$ cat src/rtl/apb_uart_pkg.sv
// Shared definitions for the APB UART transmitter: register map, bit indices, FSM states.
// The optional parity bit is enabled by defining UART_TX_PARITY_EN.
package apb_uart_pkg;

  localparam logic [1:0] RegStatus = 2'd0;
  localparam logic [1:0] RegTxdata = 2'd1;
  localparam logic [1:0] RegBaud   = 2'd2;
  localparam logic [1:0] RegCtrl   = 2'd3;

  localparam int unsigned StEmptyBit    = 0;
  localparam int unsigned StFullBit     = 1;
  localparam int unsigned StBusyBit     = 2;
  localparam int unsigned StOverflowBit = 3;

  localparam int unsigned CtrlTxEnBit      = 0;
  localparam int unsigned CtrlParityOddBit = 1;

  localparam logic [15:0] DEFAULT_DIV = 16'd867;

  typedef enum logic [2:0] {
    StIdle,
    StStart,
    StData,
    StParity,
    StStop
  } tx_state_e;

endpackage

$ cat src/rtl/uart_tx_fifo.sv
// Synchronous byte FIFO; pushes while full and pops while empty are ignored.
module uart_tx_fifo #(
  parameter int unsigned Depth = 4,
  localparam int unsigned PtrW = $clog2(Depth)
) (
  input  logic            clk,
  input  logic            rst_n,
  input  logic            push,
  input  logic            pop,
  input  logic [7:0]      din,
  output logic [7:0]      dout,
  output logic            empty,
  output logic            full,
  output logic [PtrW:0]   count
);

  logic [7:0]      mem [Depth];
  logic [PtrW-1:0] wr_ptr_q, rd_ptr_q;
  logic [PtrW:0]   count_q;
  logic            push_ok, pop_ok;

  assign empty   = (count_q == '0);
  assign full    = (count_q == (PtrW+1)'(Depth));
  assign count   = count_q;
  assign dout    = mem[rd_ptr_q];
  assign push_ok = push & ~full;
  assign pop_ok  = pop & ~empty;

  always_ff @(posedge clk) begin
    if (push_ok) begin
      mem[wr_ptr_q] <= din;
    end
  end

  // Depth is a power of two, so pointers wrap naturally.
  always_ff @(posedge clk or negedge rst_n) begin
    if (!rst_n) begin
      wr_ptr_q <= '0;
      rd_ptr_q <= '0;
      count_q  <= '0;
    end else begin
      if (push_ok) wr_ptr_q <= wr_ptr_q + PtrW'(1);
      if (pop_ok)  rd_ptr_q <= rd_ptr_q + PtrW'(1);
      case ({push_ok, pop_ok})
        2'b10:   count_q <= count_q + (PtrW+1)'(1);
        2'b01:   count_q <= count_q - (PtrW+1)'(1);
        default: count_q <= count_q;
      endcase
    end
  end

endmodule

$ cat src/rtl/apb_uart_tx_slave.sv
// APB completer with TX FIFO and 8N1 serialiser; stalls TXDATA writes while full and enabled.
// Defining UART_TX_PARITY_EN adds a parity bit (CTRL[1] selects odd) before the stop bit.
module apb_uart_tx_slave #(
  parameter int unsigned FIFO_DEPTH  = 4,
  parameter logic [15:0] DEFAULT_DIV = apb_uart_pkg::DEFAULT_DIV
) (
  input  logic        PCLK,
  input  logic        PRESETn,
  input  logic [3:0]  PADDR,
  input  logic [31:0] PWDATA,
  input  logic        PWRITE,
  input  logic        PENABLE,
  input  logic        PSEL,
  output logic [31:0] PRDATA,
  output logic        PREADY,
  output logic        tx
);
  import apb_uart_pkg::*;

  localparam int unsigned CntW = $clog2(FIFO_DEPTH) + 1;

  logic [1:0]      reg_sel;
  logic            access, commit;
  logic            wr_status, wr_txdata, wr_baud, wr_ctrl;
  logic            fifo_push, fifo_pop, fifo_empty, fifo_full;
  logic [7:0]      fifo_dout;
  logic [CntW-1:0] fifo_count;
  logic [15:0]     baud_div_q;
  logic            tx_en_q, parity_odd_q, overflow_q, busy, bit_done;
  tx_state_e       state_q, state_d;
  logic [15:0]     baud_cnt_q, baud_cnt_d;
  logic [2:0]      bit_cnt_q, bit_cnt_d;
  logic [7:0]      data_q, data_d;
  logic            unused_ok;

  assign unused_ok = ^{PADDR[1:0], PWDATA[31:16]};

  assign reg_sel   = PADDR[3:2];
  assign access    = PSEL & PENABLE;
  assign PREADY    = ~(access & PWRITE & (reg_sel == RegTxdata) & fifo_full & tx_en_q);
  assign commit    = access & PREADY;
  assign wr_status = commit & PWRITE & (reg_sel == RegStatus);
  assign wr_txdata = commit & PWRITE & (reg_sel == RegTxdata);
  assign wr_baud   = commit & PWRITE & (reg_sel == RegBaud);
  assign wr_ctrl   = commit & PWRITE & (reg_sel == RegCtrl);
  assign fifo_push = wr_txdata & ~fifo_full;
  assign busy      = (state_q != StIdle);

  uart_tx_fifo #(
    .Depth (FIFO_DEPTH)
  ) u_fifo (
    .clk   (PCLK),
    .rst_n (PRESETn),
    .push  (fifo_push),
    .pop   (fifo_pop),
    .din   (PWDATA[7:0]),
    .dout  (fifo_dout),
    .empty (fifo_empty),
    .full  (fifo_full),
    .count (fifo_count)
  );

  always_ff @(posedge PCLK or negedge PRESETn) begin
    if (!PRESETn) begin
      baud_div_q <= DEFAULT_DIV;
      tx_en_q    <= 1'b0;
      overflow_q <= 1'b0;
    end else begin
      if (wr_baud) baud_div_q <= PWDATA[15:0];
      if (wr_ctrl) tx_en_q <= PWDATA[CtrlTxEnBit];
      if (wr_status) begin
        overflow_q <= 1'b0;
      end else if (wr_txdata & fifo_full) begin
        overflow_q <= 1'b1;
      end
    end
  end

`ifdef UART_TX_PARITY_EN
  always_ff @(posedge PCLK or negedge PRESETn) begin
    if (!PRESETn) begin
      parity_odd_q <= 1'b0;
    end else if (wr_ctrl) begin
      parity_odd_q <= PWDATA[CtrlParityOddBit];
    end
  end
`else
  assign parity_odd_q = 1'b0;
`endif

  always_comb begin
    PRDATA = '0;
    if (PSEL & ~PWRITE) begin
      case (reg_sel)
        RegStatus: begin
          PRDATA[StEmptyBit]    = fifo_empty;
          PRDATA[StFullBit]     = fifo_full;
          PRDATA[StBusyBit]     = busy;
          PRDATA[StOverflowBit] = overflow_q;
          PRDATA[15:8]          = 8'(fifo_count);
        end
        RegBaud: PRDATA[15:0] = baud_div_q;
        RegCtrl: begin
          PRDATA[CtrlTxEnBit]      = tx_en_q;
          PRDATA[CtrlParityOddBit] = parity_odd_q;
        end
        default: PRDATA = '0;
      endcase
    end
  end

  always_ff @(posedge PCLK or negedge PRESETn) begin
    if (!PRESETn) begin
      state_q    <= StIdle;
      baud_cnt_q <= '0;
      bit_cnt_q  <= '0;
      data_q     <= '0;
    end else begin
      state_q    <= state_d;
      baud_cnt_q <= baud_cnt_d;
      bit_cnt_q  <= bit_cnt_d;
      data_q     <= data_d;
    end
  end

  // Compared against the live divider so a mid-bit change takes effect at once.
  assign bit_done = (baud_cnt_q >= baud_div_q);

  always_comb begin
    state_d    = state_q;
    baud_cnt_d = baud_cnt_q;
    bit_cnt_d  = bit_cnt_q;
    data_d     = data_q;
    fifo_pop   = 1'b0;
    if (state_q != StIdle) begin
      baud_cnt_d = bit_done ? '0 : baud_cnt_q + 16'd1;
    end
    unique case (state_q)
      StIdle: begin
        if (tx_en_q & ~fifo_empty) begin
          fifo_pop   = 1'b1;
          data_d     = fifo_dout;
          baud_cnt_d = '0;
          bit_cnt_d  = '0;
          state_d    = StStart;
        end
      end
      StStart: if (bit_done) state_d = StData;
      StData: begin
        if (bit_done) begin
          bit_cnt_d = bit_cnt_q + 3'd1;
          if (bit_cnt_q == 3'd7) begin
`ifdef UART_TX_PARITY_EN
            state_d = StParity;
`else
            state_d = StStop;
`endif
          end
        end
      end
      StParity: if (bit_done) state_d = StStop;
      StStop:   if (bit_done) state_d = StIdle;
      default:  state_d = StIdle;
    endcase
  end

  always_comb begin
    tx = 1'b1;
    case (state_q)
      StStart:  tx = 1'b0;
      StData:   tx = data_q[bit_cnt_q];
      StParity: tx = ^data_q ^ parity_odd_q;
      default:  tx = 1'b1;
    endcase
  end

endmodule

$ cat config.mk
export PLATFORM = sky130hd
export DESIGN_NAME = apb_uart_tx_slave
export DESIGN_NICKNAME = d
export VERILOG_FILES = /design/src/rtl/apb_uart_pkg.sv /design/src/rtl/uart_tx_fifo.sv /design/src/rtl/apb_uart_tx_slave.sv
export SDC_FILE = /design/constraint.sdc
export NUM_CORES = 1
export LEC_CHECK = 0
export ABC_AREA = 1
export BUFFER_PORTS_ARGS = -buffer_cell sky130_fd_sc_hd__buf_2
export CELL_PAD_IN_SITES_DETAIL_PLACEMENT = 1
export CELL_PAD_IN_SITES_GLOBAL_PLACEMENT = 1
export CORE_MARGIN = 2
export CORE_UTILIZATION = 30
export DETAILED_ROUTE_END_ITERATION = 8
export GPL_TIMING_DRIVEN = 0
export HOLD_SLACK_MARGIN = 0.15
export PLACE_DENSITY = 0.64
export SETUP_SLACK_MARGIN = 0.4
export SLEW_MARGIN = 40
export SYNTH_ARGS = -nofsm -noshare
export SYNTH_HDL_FRONTEND = slang
export SYNTH_SLANG_ARGS = --single-unit
$ cat constraint.sdc
create_clock -name PCLK -period 2.3 [get_ports PCLK]
set_clock_uncertainty 0.05 [all_clocks]
set_input_delay 0.345 -clock PCLK [delete_from_list [all_inputs] [get_ports PCLK]]
set_output_delay 0.345 -clock PCLK [all_outputs]
set_load 0.01 [all_outputs]
---- After elaboration in Yosys (flattened, before gate mapping) ----
Memory sizes are Yosys's and may differ from the RTL's. A register that Yosys moved wholly into a read port is not among the register bits.
Index checks and enable logic that the tools add are counted.
operators by class
  add/subtract/negate cells ............... 6
  multiplexer cells ....................... 29
  bitwise operators ....................... 21
  reduce and logical (&&, ||, !) cells .... 12
  magnitude comparators ................... 2
  equal/unequal tests ..................... 17
operators by type and width
  cell                                                                           count
  16-bit 2-to-1 mux                                                              5
  3-bit 2-to-1 mux                                                               8
  1-bit bitwise AND                                                              17
  16-bit by 1-bit adder with 16-bit output (second input constant)               1
  16-bit greater-or-equal comparator                                             1
  8-bit one-hot mux with 2 select lines                                          1
  3-bit one-hot mux with 5 select lines                                          1
  2-bit != test (second input constant)                                          6
  3-bit one-hot mux with 2 select lines                                          2
  3-bit == test (second input constant)                                          3
  8-bit XOR reduction                                                            1
  1-bit 2-to-1 mux                                                               7
  3-bit by 1-bit adder with 3-bit output (second input constant)                 2
  2-bit == test (second input constant)                                          3
  3-bit by 2-bit == test with 1-bit output (second input constant)               2
  3-bit logical NOT                                                              2
  2-bit one-hot mux with 3 select lines                                          1
  6-bit AND reduction                                                            1
  2-bit nonzero test                                                             3
  2-bit by 1-bit adder with 2-bit output (second input constant)                 2
  2-bit by 1-bit == test with 1-bit output (second input constant)               2
  3-bit by 4-bit less-than comparator with 1-bit output (second input constant)  1
  4-bit 2-to-1 mux                                                               1
  1-bit inverter                                                                 4
  10 further kinds                                                               10
word-level totals
  logic and storage cells ................. 97
  register bits ........................... 47
  RAM bits ................................ 32
  memories ................................ 1
  input port bits ......................... 41
memory list
  name        depth  width  rd ports  clocked after memory_dff  wr ports  line                RTL
  u_fifo.mem  4      8      1         1                         1         uart_tx_fifo.sv:17  logic [7:0] mem [Depth];

---- Logic depth before layout (Yosys ltp) ----
Gate-level depths: netlist of run 1.
  word-level depth ........................ 13
  depth in mapped cells ................... 14

---- By module ----
From an unflattened synthesis of run 1, not the netlist that was laid out.
second synthesis, totals
  cell total of the unflattened synthesis .. 602
  area total of the unflattened synthesis .. 5068.6 um^2
modules (own cells, without submodules)
  module             times used  cells an instance  area an instance (um^2)
  apb_uart_tx_slave  1           448                3316.9
  uart_tx_fifo       1           154                1751.7

---- Worst setup path after synthesis of run 1 ----
Ideal clock, no wire load.
  path type ............................... register to register
  start point ............................. register state_q[0]
  end point ............................... register u_fifo.count_q[2], in the netlist u_fifo.count[2]
  data arrival time ....................... 1.920 ns
  slack ................................... 0.199 ns
  data required time ...................... 2.119 ns
  clock period less this slack ............ 2.101 ns
  setup time .............................. 0.131 ns
  cell stages (with the launch flop) ...... 11
  cell sequence ........................... dfrtp_1 -> nor2_2 -> nand2_4 -> nor2_4 -> buf_2 -> ha_1 -> inv_1 -> fa_1 -> a21oi_1 -> o21ai_0 -> xor2_1
between the ends
  longest elaborated chain between the ends .. 5
  elaborated cells between the ends (all ways) .. 7
ends and longest elaborated chain
  what                                                                                line                      RTL
  start: declaration                                                                  apb_uart_tx_slave.sv:30   tx_state_e state_q, state_d;
  start signal: assignment                                                            apb_uart_tx_slave.sv:114  state_q <= StIdle;
  start signal: assignment                                                            apb_uart_tx_slave.sv:119  state_q <= state_d;
  3-bit logical NOT *                                                                 apb_uart_tx_slave.sv:138  unique case (state_q)
  1-bit 2-to-1 mux *                                                                  apb_uart_tx_slave.sv:138
  1-bit bitwise AND *                                                                 uart_tx_fifo.sv:27        assign pop_ok = pop & ~empty;
  named net u_fifo.pop_ok                                                             uart_tx_fifo.sv:20        logic push_ok, pop_ok;
  2-bit by 1-bit == test with 1-bit output / 2-bit == test (equally long branches)    uart_tx_fifo.sv:44        case ({push_ok, pop_ok})
  3-bit one-hot mux with 2 select lines / 2-bit nonzero test (equally long branches)  n/a
  end signal: assignment                                                              uart_tx_fifo.sv:45        2'b10: count_q <= count_q + (PtrW+1)'(1);
  end signal: assignment                                                              uart_tx_fifo.sv:46        2'b01: count_q <= count_q - (PtrW+1)'(1);
  end signal: assignment                                                              uart_tx_fifo.sv:47        default: count_q <= count_q;
  end: declaration                                                                    uart_tx_fifo.sv:19        logic [PtrW:0] count_q;
The timed path passes the listed nets; every way through them passes the cells marked *.
A chain may end at the register's enable or synchronous reset.

---- Worst setup path after layout of run 1 ----
  start point ............................. register u_fifo.count_q[1], in the netlist u_fifo.count[1]
  end point ............................... output port PRDATA[1]
between the ends
  longest elaborated chain between the ends .. 3
ends and longest elaborated chain
  what                                   line                     RTL
  3-bit == test                          uart_tx_fifo.sv:23       assign full = (count_q == (PtrW+1)'(Depth));
  2-bit one-hot mux with 3 select lines  apb_uart_tx_slave.sv:94  case (reg_sel)
  16-bit 2-to-1 mux                      apb_uart_tx_slave.sv:93  if (PSEL & ~PWRITE) begin
  end: declaration                       apb_uart_tx_slave.sv:14  output logic [31:0] PRDATA,
No other way between the ends.

==> results of run 1 <==
flip-flops by register name, indices dropped and copies added, names as in the netlist:
name	flops
u_fifo.mem	32
baud_cnt_q	16
baud_div_q	16
data_q	8
bit_cnt_q	3
state_q	3
u_fifo.count	3
u_fifo.rd_ptr_q	2
u_fifo.wr_ptr_q	2
overflow_q	1
tx_en_q	1
cell usage in the layout (no fill, tap or decap), types with 4 or more instances in the layout:
cell / n
nand3_1: 21
buf_2: 43
buf_6: 7
nand4_1: 6
nand2_8: 4
clkbuf_16: 9
a21oi_1: 20
edfxtp_1: 32
nand2_1: 95
nand3_2: 6
dfrtp_1: 43
ha_1: 19
nor2_4: 10
buf_4: 41
o21ai_0: 41
dfrtp_2: 6
nor3_1: 12
a21oi_2: 6
o22ai_1: 5
nand2_2: 14
nor2_1: 55
nand2_4: 6
inv_8: 4
conb_1: 16
nor2_2: 12
inv_2: 15
ha_4: 5
dfstp_2: 6
xor2_1: 12
a31oi_1: 4
inv_1: 49
synthesized netlist by cell type (6+ instances only):
cell,count
nand4_1,6
nor2_1,69
buf_2,7
buf_4,16
nand3_1,29
dfstp_2,6
edfxtp_1,32
o21ai_0,44
inv_2,6
dfrtp_1,49
ha_1,24
nor3_1,13
a21oi_1,24
xor2_1,13
nand2_1,111
inv_1,63
metrics by stage:
step,setup WS (ns),util (%)
6_report,0.314,40.0
3_5_place_dp,0.0132,34.0
3_3_place_gp,0.0217,34.0
5_1_grt,0.193,40.0
2_1_floorplan,0.324,-
4_1_cts,0.276,38.0
routing by layer:
metal  global-route usage [%]  vias to the layer above
met1                     22.2                     1997
li1                         -                     1998
met3                     3.34                       21
met4                     5.01                        0
met5                        0                        -
met2                     29.8                       75
area by class of cell:
cell class | count | area share [%]
buffer | 27 | 3.16
multi-input combinational | 393 | 38.8
inverter | 70 | 4.51
clock buffer | 9 | 3.56
tap | 216 | 4.27
sequential | 87 | 37.2
timing repair buffer | 70 | 7.42
clock inverter | 7 | 1.15
worst max-delay path, cell delays in order (launching register included):
cell     delay [ns]
dfrtp_1        0.39
buf_4          0.15
nor3_4         0.22
buf_6          0.15
nand2_4        0.04
a21oi_2        0.14
buf_2          0.15
where the power goes:
group / switching, µW / total, µW / internal, µW
Sequential: 231 / 2140 / 1900
Combinational: 1620 / 2780 / 1150
Clock: 714 / 1480 / 767
Total: 2570 / 6390 / 3820
worst max-delay path by stage:
| stage | to | slack, ns |
|---|---|---|
| 2_1_floorplan | u_fifo.count[2] | 0.32 |
| 5_1_grt | tx | 0.19 |
| 3_5_place_dp | u_fifo.count[2] | 0.01 |
| 6_report | PRDATA[1] | 0.31 |
| 3_3_place_gp | baud_cnt_q[15] | 0.02 |
| 4_1_cts | tx | 0.28 |
timing repair:
item,in CTS,in global routing
pin swaps,19,31
buffers inserted,18,10
hold endpoints to repair,50,0
resized for setup,39,67
setup endpoints to repair,35,36
gates cloned,1,0
hold buffers,2,0
cells by family after synthesis:
family	Yosys count	synth area share [%]
compound gates	84	9.39
xor+xnor	18	3.26
fa+ha+maj	25	6.62
buf+inv	97	9.26
flops	87	48.5
mux	1	0.233
other cells	1	0.0775
simple gates	248	22.7
==> metrics.yaml, run 1 <==
status: "finished clean"
io-pin-count: 75
port_buffers: 40
route.vias.total: 4091
min-delay-start: "PWDATA[15]"
powerDensity_nw_per_um2: 1010
max_slew_margin_pct: 61.5
yosysSeqAreaShare_pct: 48.5
cts_tree: "yes"
rsz0062_at_grt: "yes"
crit_arrival_ns: 1.59
finalHoldViolations: 0
met3_length_um: 468
reg2reg_from: "state_q[0]"
synth_top_area_cell: "dfrtp_1"
detail_route.wirelength_um: 13900
layout_min_cycle_time_ns: 1.99
dp.final_hpwl_um: 9940
grt_max_degree: 56
hold_slack_ns: 0.153
worstMarginPinSlew_ns: 0.575
ir_drop_mv: 0.498
syn_inst: 561
detail-route-antenna-nets: 0
crit_start: "u_fifo.count[1]"
track_usage_pct: 17.3
dr.max_layer_used: "met4"
stdcell_area_um2: 6330
synth_area_um2: 4840
gr-total-overflow: 0
drt_pass1_iterations: 4
wl_met2_um: 6960
multiInputGateArea_um2: 2450
vias_per_cell: 4.65
area_growth_syn_to_layout_pct: 30.8
root_buffer: "clkbuf_16"
async_reset_ff_share_pct: 63.2
fill_cells: 1891
cts.sinks: 87
die_w_um: 131
final-setup-viol-count: 0
period_share_pct: 86.4
fmax_ghz: 0.504
drive_gt1_share_pct: 32.7
start_util_pct: 30.6
grt_pass1_wl_um: 22600
yosysWarningCount: 0
coreArea_um2: 15800
die-area_um2: 17200
synth_top_area_share_pct: 25.4
routabilityCongestion: 0.853
nNetsFinal: 724
syn_area_per_cell_um2: 8.62
critPathRequiredTime_ns: 1.90
finalMaxSlewViolations: 0
dominantRegCellSynth: "dfrtp_1"
r2r_end: "u_fifo.count[2]"
synth-seq-cells: 87
drv_cap: 0
synth_edf_count: 32
worst_setup_path_end_kind: "output pin"
synth.distinct_cells: 39
cp_max_fo: 3
clkTransAtPathRegs_ns: 0.07
critPathKind: "reg2out"
row_count: 46
clock_path_buffers: 2
synth_area_leaders: "dfrtp_1 25%, edfxtp_1 20%, nand2_1 8.6%"
grt_pass1_vias: 4401
antenna_found_initial: 0
final_cells: 879
antenna_cells: 0
drtIter0Drc: 139
hold_end: "baud_div_q[15]"
wl_met1_um: 6290
clock_latency_ns: 0.35
h-tree-depth: 3
r2r_setup_slack_ns: 0.33
dp_cells: 832
seq_area_um2: 2350
r2r_cells: 10
cts_buffers: 9
placed_area_um2: 5380
hold_depth: 3
die_height_um: 131
cp-start-kind: "flop"
min_path_type: "in2reg"
leakage_uw: 0.00283
wire_per_inst_um: 15.9
drt_drc_violations_left: 0
final.setup.tns_ns: 0
power_uw: 6390
Note: power is estimated with default switching activity, not from simulation.
==> run 2: changes to the inputs <==
--- a/config.mk
+++ b/config.mk
@@ -6,15 +6,15 @@
 export NUM_CORES = 1
 export LEC_CHECK = 0
 export ABC_AREA = 1
-export BUFFER_PORTS_ARGS = -buffer_cell sky130_fd_sc_hd__buf_2
 export CELL_PAD_IN_SITES_DETAIL_PLACEMENT = 1
 export CELL_PAD_IN_SITES_GLOBAL_PLACEMENT = 1
 export CORE_MARGIN = 2
 export CORE_UTILIZATION = 30
 export DETAILED_ROUTE_END_ITERATION = 8
+export DONT_BUFFER_PORTS = 1
 export GPL_TIMING_DRIVEN = 0
 export HOLD_SLACK_MARGIN = 0.15
-export PLACE_DENSITY = 0.64
+export PLACE_DENSITY = 0.56
 export SETUP_SLACK_MARGIN = 0.4
 export SLEW_MARGIN = 40
 export SYNTH_ARGS = -nofsm -noshare
==> constraint.sdc (replaced) <==
create_clock -name PCLK -period 2.2 [get_ports PCLK]
set_clock_uncertainty 0.05 [all_clocks]
set_input_delay 0.33 -clock PCLK [delete_from_list [all_inputs] [get_ports PCLK]]
set_output_delay 0.33 -clock PCLK [all_outputs]
set_load 0.01 [all_outputs]
==> run 2 against run 1 <==
Non-clock buffer count decreased by 17. Flip-flop and latch count unchanged. Cell area increased by 0.81%. Register-to-register slack got worse by 0.07 ns. Worst setup slack got worse by 0.058 ns. Die area unchanged. Hold slack improved by 0.10 ns. Clock power decreased by 4%. Sequential power increased by 6%. Utilization increased by 0.32 points. Largest cell class unchanged. Largest power group unchanged.
==> metrics.yaml, run 2 (synthesized netlist as in run 1, its figures left out) <==
status: "finished clean"
cts_tree: "yes"
clock_path_buffers: 2
worst_setup_path_end_kind: "flop"
powerDensity_nw_per_um2: 1040
antenna_cells: 0
die-area_um2: 17200
finalMaxSlewViolations: 0
mostFrequentLayoutCells: "92 x nand2_1, 52 x nor2_1, 51 x inv_1"
critPathKind: "reg2reg"
drt_pass1_iterations: 4
cp_max_fo: 3
use_met2_pct: 27.9
clock_latency_ns: 0.35
gr-total-overflow: 0
final_common_cell: "nand2_1"
cts.sinks: 87
die_w_um: 131
drv_cap: 0
antenna_found_initial: 0
stdcell_area_um2: 6380
route.vias.total: 3964
top_usage_layer: "met2"
vias_per_cell: 4.60
drive_gt1_share_pct: 30.4
fmax_ghz: 0.514
routabilityCongestion: 0.853
max_slew_margin_pct: 56.7
root_buffer: "clkbuf_16"
critPathRequiredTime_ns: 2.38
period_share_pct: 88.4
cts_buffers: 9
clkTransAtPathRegs_ns: 0.07
largest-register: "u_fifo.mem"
finish.utilization_pct: 40.3
largest_register_ffs: 32
rsz0062_at_grt: "yes"
area_growth_syn_to_layout_pct: 31.9
wire_per_inst_um: 16.2
grt_use_met3_pct: 2.93
reg_top3: "u_fifo.mem: 32 flops, baud_cnt_q: 16 flops, baud_div_q: 16 flops"
row_count: 46
met1_usage_pct: 22.4
detail-route-antenna-nets: 0
detail_route.wirelength_um: 14000
cp-start-kind: "flop"
coreArea_um2: 15800
drt_drc_violations_left: 0
leakage_uw: 0.00274
finalHoldViolations: 0
nNetsFinal: 706
track_usage_pct: 16.9
io-pin-count: 75
ir_drop_mv: 0.544
layout_min_cycle_time_ns: 1.94
dp.final_hpwl_um: 10200
min_path_type: "in2reg"
dp_cells: 792
final_cells: 861
h-tree-depth: 3
crit_arrival_ns: 2.13
grt_pass1_wl_um: 21800
final-setup-viol-count: 0
port_buffers: 0
placed_area_um2: 5190
grt_pass1_vias: 4107
grt_max_degree: 56
start_util_pct: 30.6
hold_slack_ns: 0.254
die_height_um: 131
worstMarginPinSlew_ns: 0.644
drtIter0Drc: 168
## run 2: changes by cell type in the layout (fill, tap and decap cells not counted), sizes merged
cell	change
dlygate4sd3	+15
buf	-32
nand2	-1
clkinv	+1
clkinvlp	-1
inv	-3
clkbuf	+3
## run 2: worst paths after layout
path                                   end  slack, ns     startpoint  depth (start not counted)
max in group asynchronous    baud_div_q[5]       1.33        PRESETn                          2
min                             overflow_q       0.25       PADDR[2]                          4
min in group asynchronous   baud_cnt_q[12]       0.46        PRESETn                          2
max                        u_fifo.count[2]       0.26     state_q[0]                         10
max reg2reg                u_fifo.count[2]       0.26     state_q[0]                         10
min reg2reg                  baud_div_q[5]       0.48  baud_div_q[5]                          2
## run 2: critical path, cell delays in order (launching register included)
cell	delay (ns)
dfrtp_2	0.43
nor2_4	0.15
nand2_4	0.10
nor2_4	0.12
buf_6	0.12
ha_4	0.13
inv_4	0.03
fa_2	0.34
a21oi_2	0.12
o21ai_1	0.08
xor2_1	0.14
## run 2: final cells by class
cell class,count,area (µm²)
fill,1829,9450
multi-input combinational,392,2520
sequential,87,2350
timing repair buffer,53,488
inverter,70,285
tap,216,270
clock buffer,12,236
buffer,27,196
clock inverter,4,31.3
## run 2: power breakdown
part	leakage [µW]	internal, µW	switching [µW]	total (µW)
Clock	0.000131	773	650	1420
Sequential	0.000958	1990	268	2260
Combinational	0.00165	1230	1700	2940
## run 2: per-stage QoR
| step | setup WS, ns | total power (µW) | TNS [ns] |
|---|---|---|---|
| finish | 0.255 | 6620 | 0 |
| global route | 0.139 | 7120 | 0 |
| CTS | 0.247 | 6300 | 0 |
| detailed placement | -0.0260 | 4390 | -0.0260 |
| global placement | 0.00820 | 4300 | 0 |
| floorplan | 0.254 | 3780 | 0 |
## run 2: metal layers
metal | up-vias | routed length [µm]
met5 | - | 0
met4 | 0 | 232
met2 | 52 | 6620
li1 | 1958 | -
met1 | 1940 | 6680
met3 | 14 | 427
## run 2: timing repair
item	CTS	global route
pin swaps	29	29
setup buffers	17	18
gates resized for setup	67	55
hold buffers	18	0
endpoints found under the hold margin	104	0
endpoints found under the setup margin	60	52
